==> config.mk <==
export PLATFORM = sky130hd
export DESIGN_NAME = programmable_washing_machine_flat
export DESIGN_NICKNAME = d
export VERILOG_FILES = /design/src/rtl/wm_pkg.sv /design/src/rtl/programmable_washing_machine_if.sv /design/src/rtl/wm_timer.sv /design/src/rtl/programmable_washing_machine.sv /design/src/flat_wrapper.sv
export SDC_FILE = /design/constraint.sdc
export NUM_CORES = 1
export LEC_CHECK = 0
export BUFFER_PORTS_ARGS = -buffer_cell sky130_fd_sc_hd__buf_2
export CAP_MARGIN = 25
export CELL_PAD_IN_SITES_DETAIL_PLACEMENT = 1
export CELL_PAD_IN_SITES_GLOBAL_PLACEMENT = 1
export CORE_ASPECT_RATIO = 2
export CORE_MARGIN = 1
export CORE_UTILIZATION = 41
export DETAILED_ROUTE_END_ITERATION = 7
export GPL_TIMING_DRIVEN = 0
export PLACE_DENSITY_LB_ADDON = 0.12
export SLEW_MARGIN = 25
export SYNTH_ARGS = -nofsm -noshare
export SYNTH_HDL_FRONTEND = slang
export SYNTH_SLANG_ARGS = --single-unit
export TNS_END_PERCENT = 30
==> constraint.sdc <==
create_clock -name clk -period 2.17 [get_ports clk]
set_clock_uncertainty 0.05 [all_clocks]
set_input_delay 0.3255 -clock clk [delete_from_list [all_inputs] [get_ports clk]]
set_output_delay 0.3255 -clock clk [all_outputs]
set_load 0.05 [all_outputs]
==> src/rtl/wm_pkg.sv <==
// Shared types and default timing constants for the programmable washing machine.
package wm_pkg;

  typedef enum logic [3:0] {
    StIdle      = 4'd0,
    StFill      = 4'd1,
    StDetergent = 4'd2,
    StWash      = 4'd3,
    StDrain     = 4'd4,
    StSpin      = 4'd5,
    StDone      = 4'd6,
    StFault     = 4'd7
  } wm_state_e;

  localparam int unsigned DefTimerW     = 16;
  localparam int unsigned DefWashTicks  = 1000;
  localparam int unsigned DefSpinTicks  = 500;
  localparam int unsigned DefLimitTicks = 4000;
  localparam int unsigned DefRinseMax   = 3;

  function automatic logic [1:0] clamp_rinse(logic [1:0] sel, int unsigned max_passes);
    return (32'(sel) > max_passes) ? 2'(max_passes) : sel;
  endfunction

endpackage

==> src/rtl/programmable_washing_machine_if.sv <==
// Sensor, user and actuator signals of the washing machine controller.
interface programmable_washing_machine_if;
  logic       door_close;
  logic       start;
  logic       pause;
  logic       filled;
  logic       drained;
  logic       detergent_added;
  logic [1:0] rinse_sel;
  logic       door_lock;
  logic       motor_on;
  logic       fill_valve_on;
  logic       drain_valve_on;
  logic       soap_wash;
  logic       water_wash;
  logic       done;
  logic       fault;
  logic [3:0] state_o;
  logic [1:0] rinse_left;

  modport master (
    output door_close, start, pause, filled, drained, detergent_added, rinse_sel,
    input  door_lock, motor_on, fill_valve_on, drain_valve_on, soap_wash, water_wash,
    input  done, fault, state_o, rinse_left
  );

  modport slave (
    input  door_close, start, pause, filled, drained, detergent_added, rinse_sel,
    output door_lock, motor_on, fill_valve_on, drain_valve_on, soap_wash, water_wash,
    output done, fault, state_o, rinse_left
  );
endinterface

==> src/rtl/wm_timer.sv <==
// Loadable down-counter with enable; saturates at zero and flags it.
module wm_timer #(
  parameter int unsigned W = 16
) (
  input  logic         clk,
  input  logic         reset,
  input  logic         load,
  input  logic [W-1:0] load_val,
  input  logic         en,
  output logic         zero
);

  logic [W-1:0] count_q;

  always_ff @(posedge clk or posedge reset) begin
    if (reset) begin
      count_q <= '0;
    end else if (load) begin
      count_q <= load_val;
    end else if (en && (count_q != '0)) begin
      count_q <= count_q - W'(1);
    end
  end

  assign zero = (count_q == '0);

endmodule

==> src/rtl/programmable_washing_machine.sv <==
// Washing machine sequencer: fill, detergent, wash, drain, optional rinses, spin.
module programmable_washing_machine
  import wm_pkg::*;
#(
  parameter int unsigned TIMER_W     = DefTimerW,
  parameter int unsigned WASH_TICKS  = DefWashTicks,
  parameter int unsigned SPIN_TICKS  = DefSpinTicks,
  parameter int unsigned LIMIT_TICKS = DefLimitTicks,
  parameter int unsigned RINSE_MAX   = DefRinseMax
) (
  input logic                          clk,
  input logic                          reset,
  programmable_washing_machine_if.slave wm
);

  if (TIMER_W < 1 || WASH_TICKS < 1 || SPIN_TICKS < 1 || LIMIT_TICKS < 1 ||
      (WASH_TICKS >> TIMER_W) != 0 || (SPIN_TICKS >> TIMER_W) != 0 ||
      (LIMIT_TICKS >> TIMER_W) != 0 || RINSE_MAX < 1 || RINSE_MAX > 3) begin : gen_param_err
    $error("programmable_washing_machine: illegal parameter values");
  end

  wm_state_e  state_q, state_d;
  logic [1:0] rinse_q, rinse_d;
  logic       soap_q, soap_d, water_q, water_d;
  logic       locked, ph_zero, wd_zero, ph_load, wd_load, ph_en, wd_en;
  logic [TIMER_W-1:0] ph_load_val;

  assign locked = (state_q != StIdle) && (state_q != StDone);

  always_comb begin
    state_d = state_q;
    rinse_d = rinse_q;
    soap_d  = soap_q;
    water_d = water_q;
    // An open door aborts any locked phase before anything else is considered.
    if (locked && !wm.door_close) begin
      state_d = StFault;
    end else begin
      case (state_q)
        StIdle: begin
          if (wm.start && wm.door_close) begin
            state_d = StFill;
            rinse_d = clamp_rinse(wm.rinse_sel, RINSE_MAX);
            soap_d  = 1'b1;
            water_d = 1'b0;
          end
        end
        StFill: begin
          if (wm.filled)    state_d = soap_q ? StDetergent : StWash;
          else if (wd_zero) state_d = StFault;
        end
        StDetergent: if (wm.detergent_added) state_d = StWash;
        StWash:      if (!wm.pause && ph_zero) state_d = StDrain;
        StDrain: begin
          if (wm.drained) begin
            if (rinse_q != 2'd0) begin
              state_d = StFill;
              rinse_d = rinse_q - 2'd1;
              soap_d  = 1'b0;
              water_d = 1'b1;
            end else begin
              state_d = StSpin;
            end
          end else if (wd_zero) begin
            state_d = StFault;
          end
        end
        StSpin: if (!wm.pause && ph_zero) state_d = StDone;
        StDone: begin
          state_d = StIdle;
          soap_d  = 1'b0;
          water_d = 1'b0;
        end
        StFault: state_d = StFault;
        default: state_d = StFault;
      endcase
    end
  end

  always_ff @(posedge clk or posedge reset) begin
    if (reset) begin
      state_q <= StIdle;
      rinse_q <= '0;
      soap_q  <= 1'b0;
      water_q <= 1'b0;
    end else begin
      state_q <= state_d;
      rinse_q <= rinse_d;
      soap_q  <= soap_d;
      water_q <= water_d;
    end
  end

  // Timers reload on phase entry so each phase counts from a known value.
  assign ph_load     = (state_d != state_q) && ((state_d == StWash) || (state_d == StSpin));
  assign ph_load_val = (state_d == StSpin) ? TIMER_W'(SPIN_TICKS - 1) : TIMER_W'(WASH_TICKS - 1);
  assign ph_en       = ((state_q == StWash) || (state_q == StSpin)) && !wm.pause;
  assign wd_load     = (state_d != state_q) && ((state_d == StFill) || (state_d == StDrain));
  assign wd_en       = (state_q == StFill) || (state_q == StDrain);

  wm_timer #(.W(TIMER_W)) u_phase_timer (
    .clk      (clk),
    .reset    (reset),
    .load     (ph_load),
    .load_val (ph_load_val),
    .en       (ph_en),
    .zero     (ph_zero)
  );

  wm_timer #(.W(TIMER_W)) u_watchdog (
    .clk      (clk),
    .reset    (reset),
    .load     (wd_load),
    .load_val (TIMER_W'(LIMIT_TICKS - 1)),
    .en       (wd_en),
    .zero     (wd_zero)
  );

  assign wm.door_lock      = locked;
  assign wm.motor_on       = ((state_q == StWash) || (state_q == StSpin)) && !wm.pause;
  assign wm.fill_valve_on  = (state_q == StFill);
  assign wm.drain_valve_on = (state_q == StDrain) || (state_q == StSpin);
  assign wm.done           = (state_q == StDone);
  assign wm.fault          = (state_q == StFault);
  assign wm.soap_wash      = soap_q;
  assign wm.water_wash     = water_q;
  assign wm.state_o        = state_q;
  assign wm.rinse_left     = rinse_q;

endmodule

==> src/flat_wrapper.sv <==
// flat-port wrapper written by rule: the top's interface ports become plain ports
module programmable_washing_machine_flat import wm_pkg::*;
#(
  parameter int unsigned TIMER_W     = DefTimerW,
  parameter int unsigned WASH_TICKS  = DefWashTicks,
  parameter int unsigned SPIN_TICKS  = DefSpinTicks,
  parameter int unsigned LIMIT_TICKS = DefLimitTicks,
  parameter int unsigned RINSE_MAX   = DefRinseMax
)
  (clk, reset, wm_door_close, wm_start, wm_pause, wm_filled, wm_drained, wm_detergent_added, wm_rinse_sel, wm_door_lock, wm_motor_on, wm_fill_valve_on, wm_drain_valve_on, wm_soap_wash, wm_water_wash, wm_done, wm_fault, wm_state_o, wm_rinse_left);
  programmable_washing_machine_if wm_i ();
  input logic clk;
  input logic reset;
  input wire logic [$bits(wm_i.door_close)-1:0] wm_door_close;
  input wire logic [$bits(wm_i.start)-1:0] wm_start;
  input wire logic [$bits(wm_i.pause)-1:0] wm_pause;
  input wire logic [$bits(wm_i.filled)-1:0] wm_filled;
  input wire logic [$bits(wm_i.drained)-1:0] wm_drained;
  input wire logic [$bits(wm_i.detergent_added)-1:0] wm_detergent_added;
  input wire logic [$bits(wm_i.rinse_sel)-1:0] wm_rinse_sel;
  output wire logic [$bits(wm_i.door_lock)-1:0] wm_door_lock;
  output wire logic [$bits(wm_i.motor_on)-1:0] wm_motor_on;
  output wire logic [$bits(wm_i.fill_valve_on)-1:0] wm_fill_valve_on;
  output wire logic [$bits(wm_i.drain_valve_on)-1:0] wm_drain_valve_on;
  output wire logic [$bits(wm_i.soap_wash)-1:0] wm_soap_wash;
  output wire logic [$bits(wm_i.water_wash)-1:0] wm_water_wash;
  output wire logic [$bits(wm_i.done)-1:0] wm_done;
  output wire logic [$bits(wm_i.fault)-1:0] wm_fault;
  output wire logic [$bits(wm_i.state_o)-1:0] wm_state_o;
  output wire logic [$bits(wm_i.rinse_left)-1:0] wm_rinse_left;
  assign wm_i.door_close = wm_door_close;
  assign wm_i.start = wm_start;
  assign wm_i.pause = wm_pause;
  assign wm_i.filled = wm_filled;
  assign wm_i.drained = wm_drained;
  assign wm_i.detergent_added = wm_detergent_added;
  assign wm_i.rinse_sel = wm_rinse_sel;
  assign wm_door_lock = wm_i.door_lock;
  assign wm_motor_on = wm_i.motor_on;
  assign wm_fill_valve_on = wm_i.fill_valve_on;
  assign wm_drain_valve_on = wm_i.drain_valve_on;
  assign wm_soap_wash = wm_i.soap_wash;
  assign wm_water_wash = wm_i.water_wash;
  assign wm_done = wm_i.done;
  assign wm_fault = wm_i.fault;
  assign wm_state_o = wm_i.state_o;
  assign wm_rinse_left = wm_i.rinse_left;
  programmable_washing_machine #(.TIMER_W(TIMER_W), .WASH_TICKS(WASH_TICKS), .SPIN_TICKS(SPIN_TICKS), .LIMIT_TICKS(LIMIT_TICKS), .RINSE_MAX(RINSE_MAX)) u_core (.clk(clk), .reset(reset), .wm(wm_i));
endmodule
=== Word level (Yosys, flattened, before mapping) ===
Index checks and enable logic that the tools add are counted.

* Equality and inequality tests: 16
* Shift-type cells: 0
* Reductions and logical operators: 29
* Add/sub/neg operators: 3
* Multipliers: 0
* Bitwise operators: 1
* Div/mod/pow operators: 0
* $lt $le $gt $ge: 0
* Mux-type cells: 28

{| class="wikitable"
|+ Operators with widths
! cell !! count
|-
| $mux W16 || 4
|-
| $logic_not A16 Y1 || 2
|-
| $mux W4 || 8
|-
| $reduce_bool A16 Y1 || 2
|-
| $sub A16 B1 Y16 const B || 2
|-
| $pmux W4 S7 || 1
|-
| $eq A4 B3 Y1 const B || 6
|-
| $eq A4 B2 Y1 const B || 3
|-
| $mux W10 || 1
|-
| $reduce_and A5 Y1 || 2
|-
| $logic_and A1 B1 Y1 || 9
|-
| $eq A4 B1 Y1 const B || 2
|-
| $reduce_bool A2 Y1 || 4
|-
| $mux W1 || 7
|-
| $mux W2 || 3
|-
| $pmux W1 S3 || 2
|-
| $logic_or A1 B1 Y1 || 5
|-
| $logic_not A4 Y1 || 1
|-
| $ne A2 B1 Y1 const B || 2
|-
| $ne A4 B3 Y1 const B || 1
|-
| $ne A4 B4 Y1 || 1
|-
| $pmux W2 S2 || 1
|-
| $reduce_bool A4 Y1 || 1
|-
| $mux W3 || 1
|-
| 5 further kinds || 6
|}

* Logic and storage cells: 83
* Latch bits: 0
* Input bits: 10
* Bits in writable memories: 0
* Output and inout port bits: 14
* Memories: 0
* Bits in read-only memories: 0
* Register bits after elaboration: 40

=== Logic depth before layout (Yosys ltp) ===
* Depth in word-level cells: 9
* Mapped depth: 11
* Depth with buffers taken out: 10

=== Hierarchy ===
A second synthesis with hierarchy kept.

* Cells, all modules: 351
* Area, all modules: 2886.5 µm²

{| class="wikitable"
|+ By module, submodules not included
! module !! instances !! area an instance (µm²) !! sequential area each (µm²) !! cells each
|-
| wm_timer (u_core.u_watchdog) || 1 || 1057.3 || 400.4 || 123
|-
| wm_timer (u_core.u_phase_timer) || 1 || 1034.7 || 400.4 || 122
|-
| programmable_washing_machine || 1 || 794.5 || 200.2 || 106
|}

=== Least setup slack after synthesis ===
OpenSTA, ideal clock, no wires.

* Kind: reg2reg
* Start: reg u_core.state_q[0] (netlist: u_core.wm.state_o[0])
* End: reg u_core.u_phase_timer.count_q[8]
* Cell stages (with the launch flop): 9
* Data required time: 1.996 ns
* Slack: -0.905 ns
* Setup time: 0.124 ns
* Path buffers: 1
* Period minus slack after synthesis: 3.075 ns
* Data arrival time: 2.901 ns
* Cell sequence: dfrtp_1 > buf_2 > nand2b_1 > nor3_2 > nand2_1 > or4_1 > nor3_1 > xnor2_1 > nand2_1

* Elaborated cells between the ends (all ways): 30
* Those cells by class: eq/ne: 10; mux: 10; reduce/logical: 10

{| class="wikitable"
|+ RTL lines
! item !! line !! source
|-
| start, declared || programmable_washing_machine.sv:22 || <nowiki>wm_state_e state_q, state_d;</nowiki>
|-
| start signal, assigned || programmable_washing_machine.sv:82 || <nowiki>state_q <= StIdle;</nowiki>
|-
| start signal, assigned || programmable_washing_machine.sv:87 || <nowiki>state_q <= state_d;</nowiki>
|-
| $eq A4 B2 Y1 / $eq A4 B3 Y1 (equally long branches) || n/a ||
|-
| $logic_or A1 B1 Y1 (*) || n/a ||
|-
| $logic_and A1 B1 Y1 (*) || n/a ||
|-
| named net wm_motor_on || flat_wrapper.sv:22 || <nowiki>output wire logic [$bits(wm_i.motor_on)-1:0] wm_motor_on;</nowiki>
|-
| $logic_and A1 B1 Y1 (*) || wm_timer.sv:20 || <nowiki>end else if (en && (count_q != '0)) begin</nowiki>
|-
| $reduce_bool A2 Y1 (no source line) (*) || n/a ||
|-
| end signal, assigned || wm_timer.sv:19 || <nowiki>count_q <= load_val;</nowiki>
|-
| end signal, assigned || wm_timer.sv:21 || <nowiki>count_q <= count_q - W'(1);</nowiki>
|-
| end, declared || wm_timer.sv:13 || <nowiki>logic [W-1:0] count_q;</nowiki>
|}

The timed path passes the listed nets; every way through them passes the cells marked *.
A chain may end at the register's enable or synchronous reset.

=== Worst setup path after layout ===
* Start: reg u_core.u_watchdog.count_q[8]
* End: reg u_core.u_phase_timer.count_q[9]

* Longest elaborated chain between the ends: 9
* Elaborated cells between the ends (all ways): 14
* Those cells by class: eq/ne: 3; mux: 7; reduce/logical: 4

{| class="wikitable"
|+ RTL lines
! item !! line !! source
|-
| start, declared || wm_timer.sv:13 ||
|-
| start signal, assigned || wm_timer.sv:19 ||
|-
| start signal, assigned || wm_timer.sv:21 ||
|-
| $logic_not A16 Y1 (*) || wm_timer.sv:25 || <nowiki>assign zero = (count_q == '0);</nowiki>
|-
| $mux W4 (*) || programmable_washing_machine.sv:50, programmable_washing_machine.sv:64 ||
|-
| $mux W4, on equally long branches || programmable_washing_machine.sv:55, programmable_washing_machine.sv:49 ||
|-
| $pmux W4 S7 (*) || programmable_washing_machine.sv:39 || <nowiki>case (state_q)</nowiki>
|-
| $mux W4 (*) || programmable_washing_machine.sv:36 || <nowiki>if (locked && !wm.door_close) begin</nowiki>
|-
| named net u_core.state_d[1] || programmable_washing_machine.sv:22 ||
|-
| $eq A4 B2 Y1 / $eq A4 B3 Y1 (equally long branches) || programmable_washing_machine.sv:95, programmable_washing_machine.sv:96 ||
|-
| $logic_or A1 B1 Y1 || programmable_washing_machine.sv:95 || <nowiki>assign ph_load = (state_d != state_q) && ((state_d == StWash) || (state_d == StSpin));</nowiki>
|-
| $logic_and A1 B1 Y1 || programmable_washing_machine.sv:95 ||
|-
| $mux W16 / $reduce_bool A2 Y1 (equally long branches) || n/a ||
|}

Marks and branches as above.

==> metrics.yaml <==
status: "finished with violations"
violations: "DRC, setup timing"
htree_levels: 2
io_buffers: 23
synth_ff_type: "dfrtp_1"
dpl.cell_count: 351
slew_headroom_pct: 65.0
combPwrFrac_pct: 27.2
wirelength_um: 7140
drt_iter0_drc: 60
fillCellCount: 627
routabilityCongestion: 0.773
syn_to_final_growth_pct: 42.1
p_int_uw: 1670
clkTransAtPathRegs_ps: 60
end_kind: "flip-flop"
critPathLaunchType: "flip-flop"
p_total_uw: 2440
power_frac_clock_pct: 36.9
clkLatencyLatePin_ps: 290
yosysWarnings: 0
swShare_pct: 31.4
synth_nets: 280
grt_pass1_vias: 2437
power_density_nw_per_um2: 697
regToRegEndpoint: "u_core.u_phase_timer.count_q[9]"
synth_edf_count: 0
rsz0062_at_grt: "yes"
die_x_um: 56.8
place_ws_ps: -581
fp-row-count: 39
grt-ovfl-total: 0
hold_viol_final: 0
synthTopCellsByCount: "dfrtp_1 (40), nand2_1 (29), nor2_1 (27), xnor2_1 (22), nor3_1 (14)"
critical_path_buf_inv_count: 0
wl_per_cell_um: 18.4
crit_fanout: 4
critical_path_class: "flip-flop to flip-flop"
diodes: 0
vias: 2195
ys_top_cells_by_area: "dfrtp_1 (41%), xnor2_1 (7.8%), nand2_1 (4.4%), nor2_1 (4.1%), xor2_1 (3.2%)"
drv_slew: 0
start_util_pct: 42.7
cts_buffers: 5
worst_path_dominant_cell_family: "simple AND/OR/NAND/NOR gates"
setup_slack_ps: -271
cts_tree: "built"
clkSinkCount: 40
drv_cap: 0
finalNetCount: 340
period_minus_slack_ps: 2440
worstMarginPinSlew_ps: 524
r2r_start: "u_core.u_watchdog.count_q[8]"
holdCritPathClass: "primary input to asynchronous set/reset pin"
yosysTopAreaCell: "dfrtp_1"
power_frac_seq_pct: 36.0
finalSetupViolations: 32
syn_area_per_cell_um2: 9.24
root_buffer: "clkbuf_16"
ys_seq_area_share_pct: 40.7
drc: 6
cp_slowest_stage_delay_ps: 560
synthDistinctLibCells: 54
crit_path_top_delay_cell: "or4_4"
fin_util_pct: 60.7
via_per_inst: 5.66
p_leak_uw: 0.00144
yosysTopAreaCellShare_pct: 40.7
hpwl_um: 4790
synth.cell_area_um2: 2460
layoutNonFillerInstCount: 388
antenna_found_initial: 0
layout-drive-gt1-share_pct: 45.0
ff2ff_setup_slack_ps: -270
hold_buffers: 0
grt_pass1_wl_um: 11900
worstPathCellList: "or4_4, nand4b_4, a2111o_1, nand4_4, xnor2_4, a21bo_1, o211a_1"
grt_max_degree: 23
coreArea_um2: 5760
die_h_um: 112
die-area_um2: 6330
fmax_mhz: 410
peakVddDrop_mv: 0.555
finalCritPeriodShare_pct: 112
ant_nets: 0
grtUsageTotal_pct: 24.6
synth_cells: 266
ios: 24
synth_seq_cells: 40
r2r_cells: 7
p_switching_uw: 764
cts_max_path_buffers: 2
cp.arrival_ps: 2570
ys_async_sr_fraction_pct: 100
crit_required_ps: 2300
first_pass_iters: 8
synth.most_common_cell: "dfrtp_1"
[stage by stage]
| step | hold slack, ps | TNS (ps) | cell area, µm² |
|---|---|---|---|
| global placement | 412 | -14250 | 2750 |
| floorplan | 438 | -7210 | 2560 |
| CTS | 31.9 | -5880 | 3350 |
| detailed placement | 347 | -14470 | 2780 |
| global route | 64.3 | -9330 | 3490 |
| finish | 13.6 | -5740 | 3490 |
[area by class of cell]
cell class                      instances  area (µm²)  area share (%)
Clock buffer                            6         139            3.97
Buffer                                  7        63.8            1.83
Inverter                               15        68.8            1.97
Sequential cell                        40        1010            29.0
Timing Repair Buffer                   54         373            10.7
Multi-Input combinational cell        203        1720            49.2
Clock inverter                          2        38.8            1.11
Tap cell                               61        76.3            2.18
[how the worst max path moves through the flow]
stage	endpoint	depth (start not counted)	start
3_5_place_dp	u_core.u_watchdog.count_q[1]	10	u_core.u_phase_timer.count_q[0]
4_1_cts	u_core.u_phase_timer.count_q[9]	7	u_core.u_watchdog.count_q[8]
6_report	u_core.u_phase_timer.count_q[9]	7	u_core.u_watchdog.count_q[8]
5_1_grt	u_core.u_phase_timer.count_q[13]	9	u_core.u_phase_timer.count_q[7]
3_3_place_gp	u_core.u_watchdog.count_q[1]	10	u_core.u_phase_timer.count_q[0]
2_1_floorplan	u_core.u_phase_timer.count_q[8]	8	u_core.wm.state_o[3]
[layer usage]
metal	vias to the layer above	wire length, µm	global-route usage [%]	share of wire, %
met1	1109	2510	24.5	35
li1	1045	-	-	-
met5	-	0	0	0
met2	29	4290	48.0	60
met4	0	176	11.4	2.5
met3	12	157	3.25	2.2
[registers in the layout, summed over array words and instances, names as in the netlist]
register and count:
u_core.u_watchdog.count_q 16, u_core.wm.soap_wash 1, u_core.wm.state_o 4, u_core.wm.water_wash 1
u_core.wm.rinse_left 2, u_core.u_phase_timer.count_q 16
[power groups by stage]
| stage | sequential [µW] | combinational, µW | clock, µW |
|---|---|---|---|
| final | 876 | 662 | 898 |
| after global routing | 884 | 722 | 946 |
| after CTS | 879 | 572 | 921 |
| after detailed placement | 896 | 467 | 0 |
| after global placement | 894 | 454 | 0 |
| after floorplan | 930 | 307 | 0 |
[kinds of logic after synthesis]
group | Yosys count | synth area share [%]
AND/OR/NAND/NOR | 128 | 29.8
flip-flops | 40 | 40.7
AO/OA/AOI/OAI | 38 | 11.8
XOR/XNOR | 31 | 11.0
buffers and inverters | 23 | 4.02
adder cells (fa/ha/maj) | 4 | 2.04
other | 1 | 0.153
multiplexers | 1 | 0.407
[repair_timing]
action                     4_1_cts  5_1_grt
setup endpoints to repair       33       35
resized for setup               53       15
pin swaps                       21        6
cloned                           1        0
buffers inserted                20        9
[cells in the final DEF (no fill, tap or decap), drive strengths merged, types with 5 or more instances in the layout]
cell / count
buf: 58
dfrtp: 40
nand2: 29
nor2: 27
xnor2: 22
nor3: 15
inv: 14
nor4: 11
nand2b: 10
a21oi: 10
xor2: 9
clkbuf: 9
o21ai: 8
and2: 7
or3: 5
Note: power is estimated with default switching activity, not from simulation.
